[config.mk]
export PLATFORM = sky130hd
export DESIGN_NAME = router_vc_param
export DESIGN_NICKNAME = d
export VERILOG_FILES = /design/src/rtl/router_pkg.sv /design/src/rtl/vc_fifo.sv /design/src/rtl/router_vc_param.sv
export SDC_FILE = /design/constraint.sdc
export NUM_CORES = 1
export LEC_CHECK = 0
export ABC_CLOCK_PERIOD_IN_PS = 5500
export BUFFER_PORTS_ARGS = -buffer_cell sky130_fd_sc_hd__buf_2
export CAP_MARGIN = 10
export CELL_PAD_IN_SITES_DETAIL_PLACEMENT = 0
export CELL_PAD_IN_SITES_GLOBAL_PLACEMENT = 1
export CORE_ASPECT_RATIO = 1.4
export CORE_MARGIN = 4
export CORE_UTILIZATION = 52
export CTS_CLUSTER_DIAMETER = 60
export DETAILED_ROUTE_END_ITERATION = 10
export GPL_ROUTABILITY_DRIVEN = 0
export PLACE_DENSITY = 0.86
export SYNTH_ARGS = -nofsm -noshare
export SYNTH_HDL_FRONTEND = slang
export SYNTH_SLANG_ARGS = --single-unit
export TNS_END_PERCENT = 20
[constraint.sdc]
create_clock -name clk -period 5.5 [get_ports clk]
set_clock_uncertainty 0.2 [all_clocks]
set_input_delay 1.1 -clock clk [delete_from_list [all_inputs] [get_ports clk]]
set_output_delay 1.1 -clock clk [all_outputs]
set_load 0.02 [all_outputs]
[src/rtl/router_pkg.sv]
// Shared helpers for the parametrised ring router: VC id width derivation,
// destination field extraction and default flit/node-id widths.
package router_pkg;

  localparam int DEF_FLIT_W = 8;
  localparam int DEF_NODE_W = 2;

  // VC id width: max(1, clog2(num_vc)) so a single-VC router still has a 1-bit tag
  function automatic int vc_width(input int num_vc);
    return (num_vc <= 2) ? 1 : $clog2(num_vc);
  endfunction

  // Destination lives in the top node_w bits of the flit
  function automatic logic [31:0] dest_of(input logic [63:0] flit, input int flit_w,
                                          input int node_w);
    return 32'((flit >> (flit_w - node_w)) & ((64'd1 << node_w) - 64'd1));
  endfunction

endpackage

[src/rtl/vc_fifo.sv]
// Per-VC input FIFO. Pointers carry one extra wrap bit so full and empty are
// distinguished without a counter. The head is read combinationally so a flit
// written at one edge can be arbitrated in the very next cycle.
module vc_fifo
  import router_pkg::*;
#(
  parameter int W     = DEF_FLIT_W,
  parameter int DEPTH = 4
) (
  input  logic         clk,
  input  logic         rst,
  input  logic         push,
  input  logic         pop,
  input  logic [W-1:0] din,
  output logic         full,
  output logic         empty,
  output logic [W-1:0] head
);

  localparam int AW = $clog2(DEPTH);

  logic [W-1:0] mem [DEPTH];
  logic [AW:0]  wr_ptr_reg;
  logic [AW:0]  rd_ptr_reg;

  assign full  = (wr_ptr_reg[AW] != rd_ptr_reg[AW]) &&
                 (wr_ptr_reg[AW-1:0] == rd_ptr_reg[AW-1:0]);
  assign empty = (wr_ptr_reg == rd_ptr_reg);
  assign head  = mem[rd_ptr_reg[AW-1:0]];

  // Pointer advance; a push into a full FIFO is refused even if it pops this cycle
  always_ff @(posedge clk) begin
    if (!rst) begin
      wr_ptr_reg <= '0;
      rd_ptr_reg <= '0;
    end else begin
      if (push && !full) wr_ptr_reg <= wr_ptr_reg + 1'b1;
      if (pop && !empty) rd_ptr_reg <= rd_ptr_reg + 1'b1;
    end
  end

  // Storage write (no reset on the array so it can map to RAM)
  always_ff @(posedge clk) begin
    if (push && !full) mem[wr_ptr_reg[AW-1:0]] <= din;
  end

endmodule

[src/rtl/router_vc_param.sv]
// Single-input ring router node: NUM_VC input FIFOs plus an NI injection port
// feed two round-robin arbiters (downstream and local eject), each driving a
// registered valid/ready output. Define ROUTER_STATS_EN to add saturating
// forward/eject handshake counters.
module router_vc_param
  import router_pkg::*;
#(
  parameter int FLIT_W   = DEF_FLIT_W,
  parameter int NUM_VC   = 2,
  parameter int VC_DEPTH = 4,
  parameter int NODE_W   = DEF_NODE_W,
  parameter int NODE_ID  = 0,
  parameter int NI_VC    = 0,
  localparam int VC_W    = vc_width(NUM_VC)
) (
  input  logic              clk,
  input  logic              rst,
  input  logic [FLIT_W-1:0] in_flit,
  input  logic [VC_W-1:0]   in_vc,
  input  logic              in_valid,
  output logic [NUM_VC-1:0] in_ready,
  input  logic [FLIT_W-1:0] ni_flit,
  input  logic              ni_valid,
  output logic              ni_ready,
  output logic [FLIT_W-1:0] down_flit,
  output logic [VC_W-1:0]   down_vc,
  output logic              down_valid,
  input  logic              down_ready,
  output logic [FLIT_W-1:0] eject_flit,
  output logic              eject_valid,
  input  logic              eject_ready
`ifdef ROUTER_STATS_EN
  ,
  output logic [15:0]       fwd_count,
  output logic [15:0]       eject_count
`endif
);

  // Requesters 0..NUM_VC-1 are VC heads, requester NUM_VC is the NI
  localparam int NREQ  = NUM_VC + 1;
  localparam int PTR_W = $clog2(NREQ);

  logic [NUM_VC-1:0] push, pop, full, empty;
  logic [FLIT_W-1:0] head     [NUM_VC];
  logic [FLIT_W-1:0] req_flit [NREQ];
  logic [VC_W-1:0]   req_vc   [NREQ];
  logic [NREQ-1:0]   req_down, req_eject;

  logic              down_valid_reg, eject_valid_reg;
  logic [FLIT_W-1:0] down_flit_reg, eject_flit_reg;
  logic [VC_W-1:0]   down_vc_reg;
  logic [PTR_W-1:0]  down_ptr_reg, eject_ptr_reg;

  logic              down_load, down_hit, down_gnt;
  logic              eject_load, eject_hit, eject_gnt;
  logic [PTR_W-1:0]  down_win, eject_win;

  genvar gi;
  generate
    for (gi = 0; gi < NUM_VC; gi++) begin : g_vc
      // Out-of-range in_vc values simply match no FIFO and are dropped
      assign push[gi] = in_valid && (in_vc == VC_W'(gi)) && !full[gi];
      assign pop[gi]  = (down_gnt && (down_win == PTR_W'(gi))) ||
                        (eject_gnt && (eject_win == PTR_W'(gi)));

      vc_fifo #(.W(FLIT_W), .DEPTH(VC_DEPTH)) u_fifo (
        .clk   (clk),
        .rst   (rst),
        .push  (push[gi]),
        .pop   (pop[gi]),
        .din   (in_flit),
        .full  (full[gi]),
        .empty (empty[gi]),
        .head  (head[gi])
      );

      assign req_flit[gi]  = head[gi];
      assign req_vc[gi]    = VC_W'(gi);
      assign req_eject[gi] = !empty[gi] &&
                             (dest_of(64'(head[gi]), FLIT_W, NODE_W) == 32'(NODE_ID));
      assign req_down[gi]  = !empty[gi] &&
                             (dest_of(64'(head[gi]), FLIT_W, NODE_W) != 32'(NODE_ID));
    end
  endgenerate

  assign req_flit[NUM_VC]  = ni_flit;
  assign req_vc[NUM_VC]    = VC_W'(NI_VC);
  assign req_eject[NUM_VC] = ni_valid &&
                             (dest_of(64'(ni_flit), FLIT_W, NODE_W) == 32'(NODE_ID));
  assign req_down[NUM_VC]  = ni_valid &&
                             (dest_of(64'(ni_flit), FLIT_W, NODE_W) != 32'(NODE_ID));

  assign in_ready    = ~full;
  assign ni_ready    = (down_gnt && (down_win == PTR_W'(NUM_VC))) ||
                       (eject_gnt && (eject_win == PTR_W'(NUM_VC)));
  assign down_flit   = down_flit_reg;
  assign down_vc     = down_vc_reg;
  assign down_valid  = down_valid_reg;
  assign eject_flit  = eject_flit_reg;
  assign eject_valid = eject_valid_reg;

  // First requester at or after ptr, cyclically; scanning far-to-near lets the nearest win
  function automatic void rr_pick(input logic [NREQ-1:0] req, input logic [PTR_W-1:0] ptr,
                                  output logic hit, output logic [PTR_W-1:0] win);
    int idx;
    hit = 1'b0;
    win = '0;
    for (int k = NREQ - 1; k >= 0; k--) begin
      idx = int'(ptr) + k;
      if (idx >= NREQ) idx = idx - NREQ;
      if (req[idx]) begin
        hit = 1'b1;
        win = PTR_W'(idx);
      end
    end
  endfunction

  function automatic logic [PTR_W-1:0] ptr_after(input logic [PTR_W-1:0] win);
    return (int'(win) == NREQ - 1) ? '0 : win + 1'b1;
  endfunction

  // Arbitration: each arbiter grants only when its output register can load
  always_comb begin
    down_hit   = 1'b0;
    down_win   = '0;
    eject_hit  = 1'b0;
    eject_win  = '0;
    down_load  = !down_valid_reg || down_ready;
    eject_load = !eject_valid_reg || eject_ready;
    rr_pick(req_down, down_ptr_reg, down_hit, down_win);
    rr_pick(req_eject, eject_ptr_reg, eject_hit, eject_win);
    down_gnt   = down_load && down_hit;
    eject_gnt  = eject_load && eject_hit;
  end

  // Downstream output register and its round-robin pointer
  always_ff @(posedge clk) begin
    if (!rst) begin
      down_valid_reg <= 1'b0;
      down_flit_reg  <= '0;
      down_vc_reg    <= '0;
      down_ptr_reg   <= '0;
    end else if (down_load) begin
      down_valid_reg <= down_gnt;
      if (down_gnt) begin
        down_flit_reg <= req_flit[down_win];
        down_vc_reg   <= req_vc[down_win];
        down_ptr_reg  <= ptr_after(down_win);
      end
    end
  end

  // Eject output register and its round-robin pointer
  always_ff @(posedge clk) begin
    if (!rst) begin
      eject_valid_reg <= 1'b0;
      eject_flit_reg  <= '0;
      eject_ptr_reg   <= '0;
    end else if (eject_load) begin
      eject_valid_reg <= eject_gnt;
      if (eject_gnt) begin
        eject_flit_reg <= req_flit[eject_win];
        eject_ptr_reg  <= ptr_after(eject_win);
      end
    end
  end

`ifdef ROUTER_STATS_EN
  logic [15:0] fwd_count_reg, eject_count_reg;
  assign fwd_count   = fwd_count_reg;
  assign eject_count = eject_count_reg;

  // Saturating handshake counters
  always_ff @(posedge clk) begin
    if (!rst) begin
      fwd_count_reg   <= '0;
      eject_count_reg <= '0;
    end else begin
      if (down_valid_reg && down_ready && fwd_count_reg != 16'hFFFF)
        fwd_count_reg <= fwd_count_reg + 16'd1;
      if (eject_valid_reg && eject_ready && eject_count_reg != 16'hFFFF)
        eject_count_reg <= eject_count_reg + 16'd1;
    end
  end
`endif

endmodule

==> results of run 1 <==
## power breakdown
part           switching, mW  leakage (nW)  internal [mW]
Sequential            0.0821         0.892          0.906
Combinational          0.494         0.838          0.331
Clock                  0.291         0.144          0.321
## layer usage
metal	GRT usage [%]	vias up	routed length (um)
met5	0	-	0
met4	8.09	0	265
met3	4.59	19	415
met2	29.4	69	4340
met1	23.0	1434	3620
li1	-	1412	-
## logic make-up (layout without fill, tap and decap cells)
family | after synthesis | count (layout) | share of synthesized area, %
DFF | 102 | 102 | 59.5
and+or+nand+nor | 93 | 93 | 10.5
AOI/OAI and AO/OA | 77 | 77 | 11.8
buffers and inverters | 26 | 74 | 2.36
muxes | 19 | 19 | 8.65
xor gates and xnor gates | 16 | 16 | 3.11
adders and majority gates | 15 | 15 | 4.10
## metrics by stage
stage / instance area, um2 / power (mW)
after floorplan: 4510 / 1.59
after global placement: 4830 / 1.82
after detailed placement: 4830 / 1.83
after CTS: 5130 / 2.44
after global routing: 5130 / 2.58
final: 5130 / 2.43
## cells in the mapped netlist, types with 3 or more instances
library cell,n,share of area (%)
nand3_1,9,1.0
mux4_2,16,8.0
and2_1,9,1.2
o21ai_0,7,0.78
a311oi_1,6,1.2
a22oi_1,11,1.8
clkbuf_1,13,1.1
a31oi_1,4,0.55
edfxtp_1,64,43
inv_1,10,0.83
xor2_1,6,1.2
nand2b_1,4,0.55
xnor2_1,10,1.9
nor3_1,4,0.44
a21oi_1,20,2.2
and3_1,6,0.83
a21o_1,3,0.50
ha_1,14,3.9
nand2_1,28,2.3
nor2_1,19,1.6
a22o_1,9,1.7
mux2i_1,3,0.67
dfxtp_1,38,17
a211oi_1,5,0.83
## cell type report
class,instances,area [um2],area share (%)
clock buffer,10,229,4.47
multi-input combinational,220,1740,33.8
timing repair buffer,48,250,4.88
clock inverter,6,65.1,1.27
tap,102,128,2.49
inverter,10,37.5,0.732
sequential,102,2680,52.3
## critical path, cell delays in order, from the launching register on
cell and delay, ns:
dfxtp_1 0.64, mux4_2 0.63, a311o_1 0.42, and4_1 0.26, a211o_1 0.32, nor2_2 0.33, a22o_1 0.21, buf_2 0.15
## how the worst min path moves through the flow
stage	from	to	slack (ns)	depth (start not counted)
after floorplan	down_ptr_reg[0]	down_ptr_reg[0]	0.25	2
after global placement	down_flit[4]	down_flit[4]	0.24	2
after detailed placement	down_flit[4]	down_flit[4]	0.24	2
after CTS	down_flit[4]	down_flit[4]	0.25	2
after global routing	down_flit[4]	down_flit[4]	0.28	2
final	down_flit[4]	down_flit[4]	0.25	2
==> qor.txt, run 1 <==
Largest net degree at the start of global routing -> 33
DRT Pass-1 Iters -> 4
Hold Fails Final Rpt -> 0
Initial drt markers -> 160
WS Path Type -> reg2out
Async set or reset register ratio after synthesis -> 0%
Commonest non-fill, non-tap cells in the layout -> 64 x edfxtp_1, 44 x buf_2, 38 x dfxtp_1, 28 x nand2_1, 20 x a21oi_1
Ys flop type -> edfxtp_1
Worst slew pin tran -> 1.07 ns
Final WL -> 8640 um
Sequential-to-total area share from yosys stat -> 59.5%
Initial antenna violation count -> 0
Power density cells -> 473 mW/mm2
CP Capture Point -> ni_ready
CP Data Required Time -> 4.20 ns
Setup TNS Final -> 0 ns
Share of cells above drive strength 1 -> 21.7%
Final Max Tran Viols -> 0
Status -> finished, final reports clean
Buffer depth of the longest clock path -> 2
Placed cell count -> 482
IO Pins -> 45
Hold WS -> 0.248 ns
Final Util -> 61.8%
Routed Antenna Nets -> 0
Setup Viol. Count Final -> 0
Routed len/inst -> 17.3 um
Fin crit share -> 83.9%
Die height -> 118 um
R2r endpoint -> down_flit[3]
EDFF count, synth -> 64
Max-cap viol count -> 0
Crit-path max FO -> 10
Hold_buf cts -> 0
Syn_area_per_cell -> 13.0 um2
Final #Nets -> 428
CP arrival -> 3.32 ns
PnR worst setup slack -> 0.884 ns
Cts repair resizes -> 0
CTS tree -> yes
First-pass GRT wire length -> 14500 um
Tmin final -> 4.62 ns
Initial Util -> 54.4%
Netlist cell types -> 48
Pre-CTS setup slack -> 1.15 ns
Die W -> 86.7 um
Max reg flops -> 64
Vias in the first global route -> 2927
Syn Inst Count -> 348
Clk_lat worst skew -> 0.34 ns
Diodes inserted -> 0
Reg clk slew, reported paths -> 0.07 ns
Synthesized area -> 0.00451 mm2
Grt total ovfl -> 0
Leak -> 1.87 nW
Yosys warning total -> 0
Total Routing Usage GR -> 18.2%
H-tree levels -> 3
VDD IR max -> 0.264 mV
Unrepaired setup endpoints after global routing -> no
CP Capture Type -> output port
Hold crit path type -> reg2reg
CORE AREA -> 0.00830 mm2
Clock sink count -> 102
Syn nets -> 385
Cell row count -> 39
Post-DP HPWL -> 6570 um
Via Count -> 2934
FF+latch count, synth -> 102
Relative slew slack -> 28.2%
Residual DRC -> 0
R2R depth -> 7
Die area -> 0.0103 mm2
CTS Root Cell -> clkbuf_16
FILL cells -> 644
Via density -> 5.89
Reg2Reg Setup Slack -> 1.76 ns
CP startpoint kind -> flip-flop
CTS buffer count -> 9
Area growth syn-to-layout -> 13.6%
Setup Buffers After CTS -> 0
IO buf count -> 44
Leading cell type in the layout, fill and taps excluded -> edfxtp_1
Fin cells -> 498
FMAX -> 217 MHz
No activity file was read; power rests on OpenSTA's default activity.
==> run 2: changes to the inputs <==
--- a/config.mk
+++ b/config.mk
@@ -5,18 +5,18 @@
 export SDC_FILE = /design/constraint.sdc
 export NUM_CORES = 1
 export LEC_CHECK = 0
-export ABC_CLOCK_PERIOD_IN_PS = 5500
+export ABC_CLOCK_PERIOD_IN_PS = 4750
 export BUFFER_PORTS_ARGS = -buffer_cell sky130_fd_sc_hd__buf_2
 export CAP_MARGIN = 10
 export CELL_PAD_IN_SITES_DETAIL_PLACEMENT = 0
 export CELL_PAD_IN_SITES_GLOBAL_PLACEMENT = 1
 export CORE_ASPECT_RATIO = 1.4
 export CORE_MARGIN = 4
-export CORE_UTILIZATION = 52
+export CORE_UTILIZATION = 48
 export CTS_CLUSTER_DIAMETER = 60
 export DETAILED_ROUTE_END_ITERATION = 10
 export GPL_ROUTABILITY_DRIVEN = 0
-export PLACE_DENSITY = 0.86
+export PLACE_DENSITY = 0.8
 export SYNTH_ARGS = -nofsm -noshare
 export SYNTH_HDL_FRONTEND = slang
 export SYNTH_SLANG_ARGS = --single-unit
==> constraint.sdc (replaced) <==
create_clock -name clk -period 4.75 [get_ports clk]
set_clock_uncertainty 0.2 [all_clocks]
set_input_delay 0.95 -clock clk [delete_from_list [all_inputs] [get_ports clk]]
set_output_delay 0.95 -clock clk [all_outputs]
set_load 0.02 [all_outputs]
==> run 2 against run 1 <==
Sequential power rose by 15%. First-iteration DRC count fell by 4.4%. Via count fell by 0.68%. Hold slack improved by 0.0016 ns. Global-route usage fell by 0.60 points. Non-clock buffer count rose by 2. Largest power group unchanged. Highest routed layer unchanged.
==> qor.txt, run 2 (synthesized netlist as in run 1, its figures left out) <==
Largest net degree at the start of global routing -> 33 (unchanged)
CP arrival -> 3.12 ns (-0.20 ns)
CP startpoint kind -> flip-flop
Final WL -> 9120 um (+5.5%)
Crit-path max cell delay -> 0.65 ns (about the same)
WP buf/inv -> 3 (+2)
Share of cells above drive strength 1 -> 22.1% (+0.39 points)
Crit-path leading delay family -> compound AO/OA/AOI/OAI gates
Die W -> 89.9 um (+3.7%)
FMAX -> 234 MHz
Diodes inserted -> 0 (unchanged)
Via density -> 5.77 (-2.1%)
CP Capture Point -> ni_ready
Clock sink count -> 102 (unchanged)
Reg clk slew, reported paths -> 0.07 ns (about the same)
Die height -> 123 um (+3.8%)
Crit-path max FO -> 12 (+2)
Via Count -> 2914 (-0.68%)
First-pass GRT wire length -> 14900 um (+2.8%)
Setup TNS Final -> 0 ns (unchanged)
Status -> finished, final reports clean
Commonest non-fill, non-tap cells in the layout -> 64 x edfxtp_1, 44 x buf_2, 38 x dfxtp_1, 28 x nand2_1, 20 x a21oi_1
CORE AREA -> 0.00908 mm2 (+9.5%)
Fin crit share -> 89.9%
Combinational Power Share -> 34.5% (+0.5 points)
Setup Buffers After CTS -> 0 (unchanged)
Reg2Reg Setup Slack -> 1.29 ns (-0.47 ns)
Grt total ovfl -> 0 (unchanged)
CTS tree -> yes
Post-DP HPWL -> 6900 um (+5.0%)
H-tree levels -> 3 (unchanged)
Cts repair resizes -> 0 (unchanged)
CP max-delay cell -> dfxtp_1
Routed len/inst -> 18.1 um (+4.1%)
CTS Root Cell -> clkbuf_16
Routed Antenna Nets -> 0 (unchanged)
VDD IR max -> 0.239 mV (-9.6%)
PnR worst setup slack -> 0.480 ns (-0.404 ns)
Setup Viol. Count Final -> 0 (unchanged)
Worst path depth -> 8 (+1)
Initial drt markers -> 153 (-4.4%)
Max-cap viol count -> 0 (unchanged)
P_int -> 1.81 mW (+16%)
Max reg flops -> 64 (unchanged)
Sequential power share -> 40.4% (-0.3 points)
CTS buffer count -> 9 (unchanged)
DRT Pass-1 Iters -> 4 (unchanged)
Worst slew pin tran -> 1.06 ns (-0.0187 ns)
WS Path Type -> reg2out
Clk pwr share -> 25.1% (-0.2 points)
Leading cell type in the layout, fill and taps excluded -> edfxtp_1
Vias in the first global route -> 3015 (+3.0%)
Final #Nets -> 430 (+0.47%)
Pre-CTS setup slack -> 0.806 ns (-0.346 ns)
Unrepaired setup endpoints after global routing -> no
Clk_lat worst skew -> 0.34 ns (about the same)
Residual DRC -> 0 (unchanged)
Tmin final -> 4.27 ns
Leak -> 1.88 nW (+0.51%)
Area growth syn-to-layout -> 14.2%
Die area -> 0.0110 mm2 (+7.7%)
Buffer depth of the longest clock path -> 2 (unchanged)
R2R depth -> 8 (+1)
FILL cells -> 741 (+15%)
CP Cell Sequence -> mux4_2 -> o32ai_1 -> o211ai_1 -> nand4_1 -> buf_4 -> inv_1 -> a22o_1 -> buf_2
Initial Util -> 49.7% (-4.7 points)
CP Capture Type -> output port
Relative slew slack -> 29.5% (+1.4 points)
Hold crit path type -> reg2reg
Cell row count -> 41 (+5.1%)
Final Max Tran Viols -> 0 (unchanged)
Switch share -> 36.1% (+0.29 points)
Hold Fails Final Rpt -> 0 (unchanged)
Total Routing Usage GR -> 17.6% (-0.60 points)
IO buf count -> 44 (unchanged)
IO Pins -> 45 (unchanged)
CP Data Required Time -> 3.60 ns (-0.60 ns)
Power density cells -> 550 mW/mm2 (+16%)
Reported net switching power -> 1.02 mW (+18%)
Hold_buf cts -> 0 (unchanged)
Initial antenna violation count -> 0 (unchanged)
==> run 2: changes by cell type in the layout (fill, tap and decap cells not counted) <==
cell / change
clkinv_8: +1
buf_4: +2
inv_6: +1
inv_8: -2
==> run 2: through the flow <==
step | total power [mW] | hold WS [ns] | cells | instance area (um2) | util, %
2_1_floorplan | 1.85 | 0.253 | 348 | 4510 | -
3_3_place_gp | 2.13 | 0.240 | 489 | 4850 | 53.5
3_5_place_dp | 2.14 | 0.241 | 489 | 4850 | 53.5
4_1_cts | 2.86 | 0.252 | 505 | 5150 | 56.7
5_1_grt | 3.00 | 0.268 | 505 | 5150 | 56.7
6_report | 2.84 | 0.249 | 505 | 5150 | 56.7
==> run 2: worst min-delay path by stage <==
| stage | start | depth (start not counted) | endpoint |
|---|---|---|---|
| after floorplan | down_ptr_reg[0] | 2 | down_ptr_reg[0] |
| after global placement | down_flit[7] | 2 | down_flit[7] |
| after detailed placement | down_flit[7] | 2 | down_flit[7] |
| after CTS | down_flit[7] | 2 | down_flit[7] |
| after global routing | down_flit[7] | 2 | down_flit[7] |
| final | down_flit[7] | 2 | down_flit[7] |
==> run 2: area by class of cell <==
cell class	count	area, um2	area share [%]
Inverter	10	37.5	0.729
Timing Repair Buffer	50	265	5.15
Clock buffer	10	229	4.44
Sequential cell	102	2680	52.1
Multi-Input combinational cell	220	1740	33.7
Tap cell	107	134	2.60
Clock inverter	6	67.6	1.31
==> run 2: power groups by stage <==
stage | sequential [mW] | combinational (mW) | clock [mW]
floorplan | 1.20 | 0.647 | 0
global placement | 1.16 | 0.967 | 0
detailed placement | 1.17 | 0.967 | 0
CTS | 1.15 | 0.972 | 0.734
global route | 1.17 | 1.07 | 0.764
finish | 1.14 | 0.978 | 0.713
==> run 2: layer usage <==
layer	GRT usage [%]	up-vias	part of all wire (%)
met4	8.24	0	2.8
met5	0	-	0
met2	31.4	78	52
li1	-	1415	-
met1	20.1	1406	41
met3	4.23	15	4.8
==> run 2: worst reg2reg max path, cell delays in order (launching register included) <==
cell and delay [ns]:
dfxtp_1 0.64, mux4_2 0.61, a311o_1 0.42, a211oi_1 0.31, nor4_2 0.09, buf_4 0.18
nor4_2 0.53, o21ai_0 0.18, a21oi_1 0.20
==> run 3: changes to the inputs <==
--- a/config.mk
+++ b/config.mk
@@ -6,7 +6,7 @@
 export NUM_CORES = 1
 export LEC_CHECK = 0
 export ABC_CLOCK_PERIOD_IN_PS = 4750
-export BUFFER_PORTS_ARGS = -buffer_cell sky130_fd_sc_hd__buf_2
+export BUFFER_PORTS_ARGS = -buffer_cell sky130_fd_sc_hd__buf_4
 export CAP_MARGIN = 10
 export CELL_PAD_IN_SITES_DETAIL_PLACEMENT = 0
 export CELL_PAD_IN_SITES_GLOBAL_PLACEMENT = 1
==> run 3 against run 2 <==
Combinational power increased by 5%. Via count increased by 2.2%. Fmax increased by 0.16%. Cell count increased by 0.20%. Utilization increased by 1.3 points. Sequential power about the same. Setup slack improved by 0.0067 ns. Critical path type unchanged. Largest power group unchanged.
==> qor.txt, run 3 (synthesized netlist as in run 1, its figures left out) <==
CTS Root Cell -> clkbuf_16
Final #Nets -> 431 (+0.23%)
Total Routing Usage GR -> 17.6% (+0.029 points)
Reported net switching power -> 1.03 mW (+0.89%)
Clk_lat worst skew -> 0.34 ns (about the same)
IO Pins -> 45 (unchanged)
First-pass GRT wire length -> 15100 um (+1.3%)
Combinational Power Share -> 35.7% (+1.2 points)
VDD IR max -> 0.236 mV (-1.1%)
Initial Util -> 49.7% (unchanged)
Crit-path leading delay family -> compound AO/OA/AOI/OAI gates
Buffer depth of the longest clock path -> 2 (unchanged)
CORE AREA -> 0.00908 mm2 (unchanged)
WS Path Type -> reg2out
Setup Buffers After CTS -> 0 (unchanged)
Hold_buf cts -> 0 (unchanged)
Final instance area -> 0.00527 mm2 (+2.2%)
WP buf/inv -> 1 (-2)
DRT Pass-1 Iters -> 5 (+1)
Total power draw -> 2.90 mW (+2.1%)
Cts repair resizes -> 0 (unchanged)
FMAX -> 235 MHz (+0.16%)
Vias in the first global route -> 2995 (-0.66%)
Reg clk slew, reported paths -> 0.07 ns (about the same)
Via Count -> 2977 (+2.2%)
Residual DRC -> 0 (unchanged)
Clk pwr share -> 24.6% (-0.5 points)
Area of the multi-input gates -> 0.00174 mm2 (unchanged)
Relative slew slack -> 27.2% (-2.3 points)
Fin crit share -> 89.7% (-0.14 points)
Placed cell area -> 0.00497 mm2 (+2.4%)
Commonest non-fill, non-tap cells in the layout -> 64 x edfxtp_1, 51 x buf_4, 38 x dfxtp_1, 28 x nand2_1, 20 x a21oi_1
Power density cells -> 550 mW/mm2 (-0.11%)
Setup Viol. Count Final -> 0 (unchanged)
CP startpoint kind -> flip-flop
Cell row count -> 41 (unchanged)
CP Data Required Time -> 3.60 ns (about the same)
CP arrival -> 3.11 ns (about the same)
Clock sink count -> 102 (unchanged)
Hold crit path type -> reg2reg
Unrepaired setup endpoints after global routing -> no
Die area -> 0.0110 mm2 (unchanged)
Fin cells -> 506 (+0.20%)
Hold Fails Final Rpt -> 0 (unchanged)
CP Capture Type -> output port
CP max-delay cell -> dfxtp_1
CTS buffer count -> 9 (unchanged)
Final WL -> 9200 um (+0.90%)
CTS tree -> yes
H-tree levels -> 3 (unchanged)
IO buf count -> 44 (unchanged)
Worst slew pin tran -> 1.09 ns (+0.0350 ns)
Post-DP HPWL -> 6900 um (about the same)
Max-cap viol count -> 0 (unchanged)
Reg2Reg Setup Slack -> 1.20 ns (-0.09 ns)
Diodes inserted -> 0 (unchanged)
Routed Antenna Nets -> 0 (unchanged)
Sequential power share -> 39.7% (-0.7 points)
Area growth syn-to-layout -> 16.7%
FILL cells -> 757 (+2.2%)
Largest net degree at the start of global routing -> 33 (unchanged)
Leak -> 1.91 nW (+1.6%)
Grt total ovfl -> 0 (unchanged)
Switch share -> 35.6% (-0.43 points)
Placed cell count -> 490 (+0.20%)
Die height -> 123 um (unchanged)
Max reg flops -> 64 (unchanged)
Final Max Tran Viols -> 0 (unchanged)
Hold Crit Start -> down_flit[6]
Crit-path max FO -> 8 (-4)
Setup TNS Final -> 0 ns (unchanged)
Initial antenna violation count -> 0 (unchanged)
Crit-path max cell delay -> 0.65 ns (about the same)
Register Area -> 0.00268 mm2 (unchanged)
Initial drt markers -> 207 (+35%)
Share of cells above drive strength 1 -> 22.3% (+0.20 points)
Status -> finished, final reports clean
P_int -> 1.86 mW (+2.8%)
Leading cell type in the layout, fill and taps excluded -> edfxtp_1
CP Cell Sequence -> mux4_2 -> a311o_1 -> and4_1 -> a211o_1 -> nor2_2 -> a22o_1 -> buf_4
Routed len/inst -> 18.2 um (+0.70%)
Tmin final -> 4.26 ns (-0.00672 ns)
Die W -> 89.9 um (unchanged)
Via density -> 5.88 (+2.0%)
==> run 3: cell types whose count changed in the layout (fill, tap and decap cells not counted), sizes merged <==
| cell | before | now |
|---|---|---|
| buf | 50 | 51 |
==> run 3: routing by layer <==
metal | track usage (%) | part of all wire [%] | routed length [um] | vias to the layer above
met2 | 30.1 | 51 | 4710 | 99
met1 | 21.4 | 41 | 3760 | 1437
met4 | 9.10 | 3.1 | 289 | 0
met5 | 0 | 0 | 0 | -
met3 | 3.49 | 4.7 | 436 | 25
li1 | - | - | - | 1416
==> run 3: cell type report <==
type / count / share of cell area [%]
clock buffers: 10 / 4.35
well taps: 107 / 2.54
flip-flops and latches: 102 / 50.9
repair buffers: 51 / 7.27
multi-input cells: 220 / 33.0
clock inverters: 6 / 1.24
inverters: 10 / 0.713
==> run 3: power groups by stage <==
stage          Combinational [mW]  Clock, mW  Sequential [mW]
2_1_floorplan               0.647          0             1.20
3_3_place_gp                 1.02          0             1.17
3_5_place_dp                 1.02          0             1.17
4_1_cts                      1.03      0.728             1.15
5_1_grt                      1.13      0.768             1.17
6_report                     1.03      0.713             1.15
==> run 3: worst paths after layout <==
| path | end | cells past startpoint |
|---|---|---|
| setup / recovery | ni_ready | 7 |
| hold / removal | down_flit[6] | 2 |
| setup reg to reg | g_vc[0].u_fifo.rd_ptr_reg[1] | 8 |
| hold reg to reg | down_flit[6] | 2 |
==> run 3: metrics by stage <==
stage	hold WS (ns)	util, %	setup slack (ns)
5_1_grt	0.269	58.0	0.344
6_report	0.250	58.0	0.487
2_1_floorplan	0.253	-	0.990
4_1_cts	0.254	58.0	0.458
3_5_place_dp	0.246	54.8	0.843
3_3_place_gp	0.242	54.8	0.864
==> run 3: worst min-delay path: stages, from the launching register on <==
cell and delay (ns):
dfxtp_1 0.31, nand2_1 0.05, a21oi_1 0.05
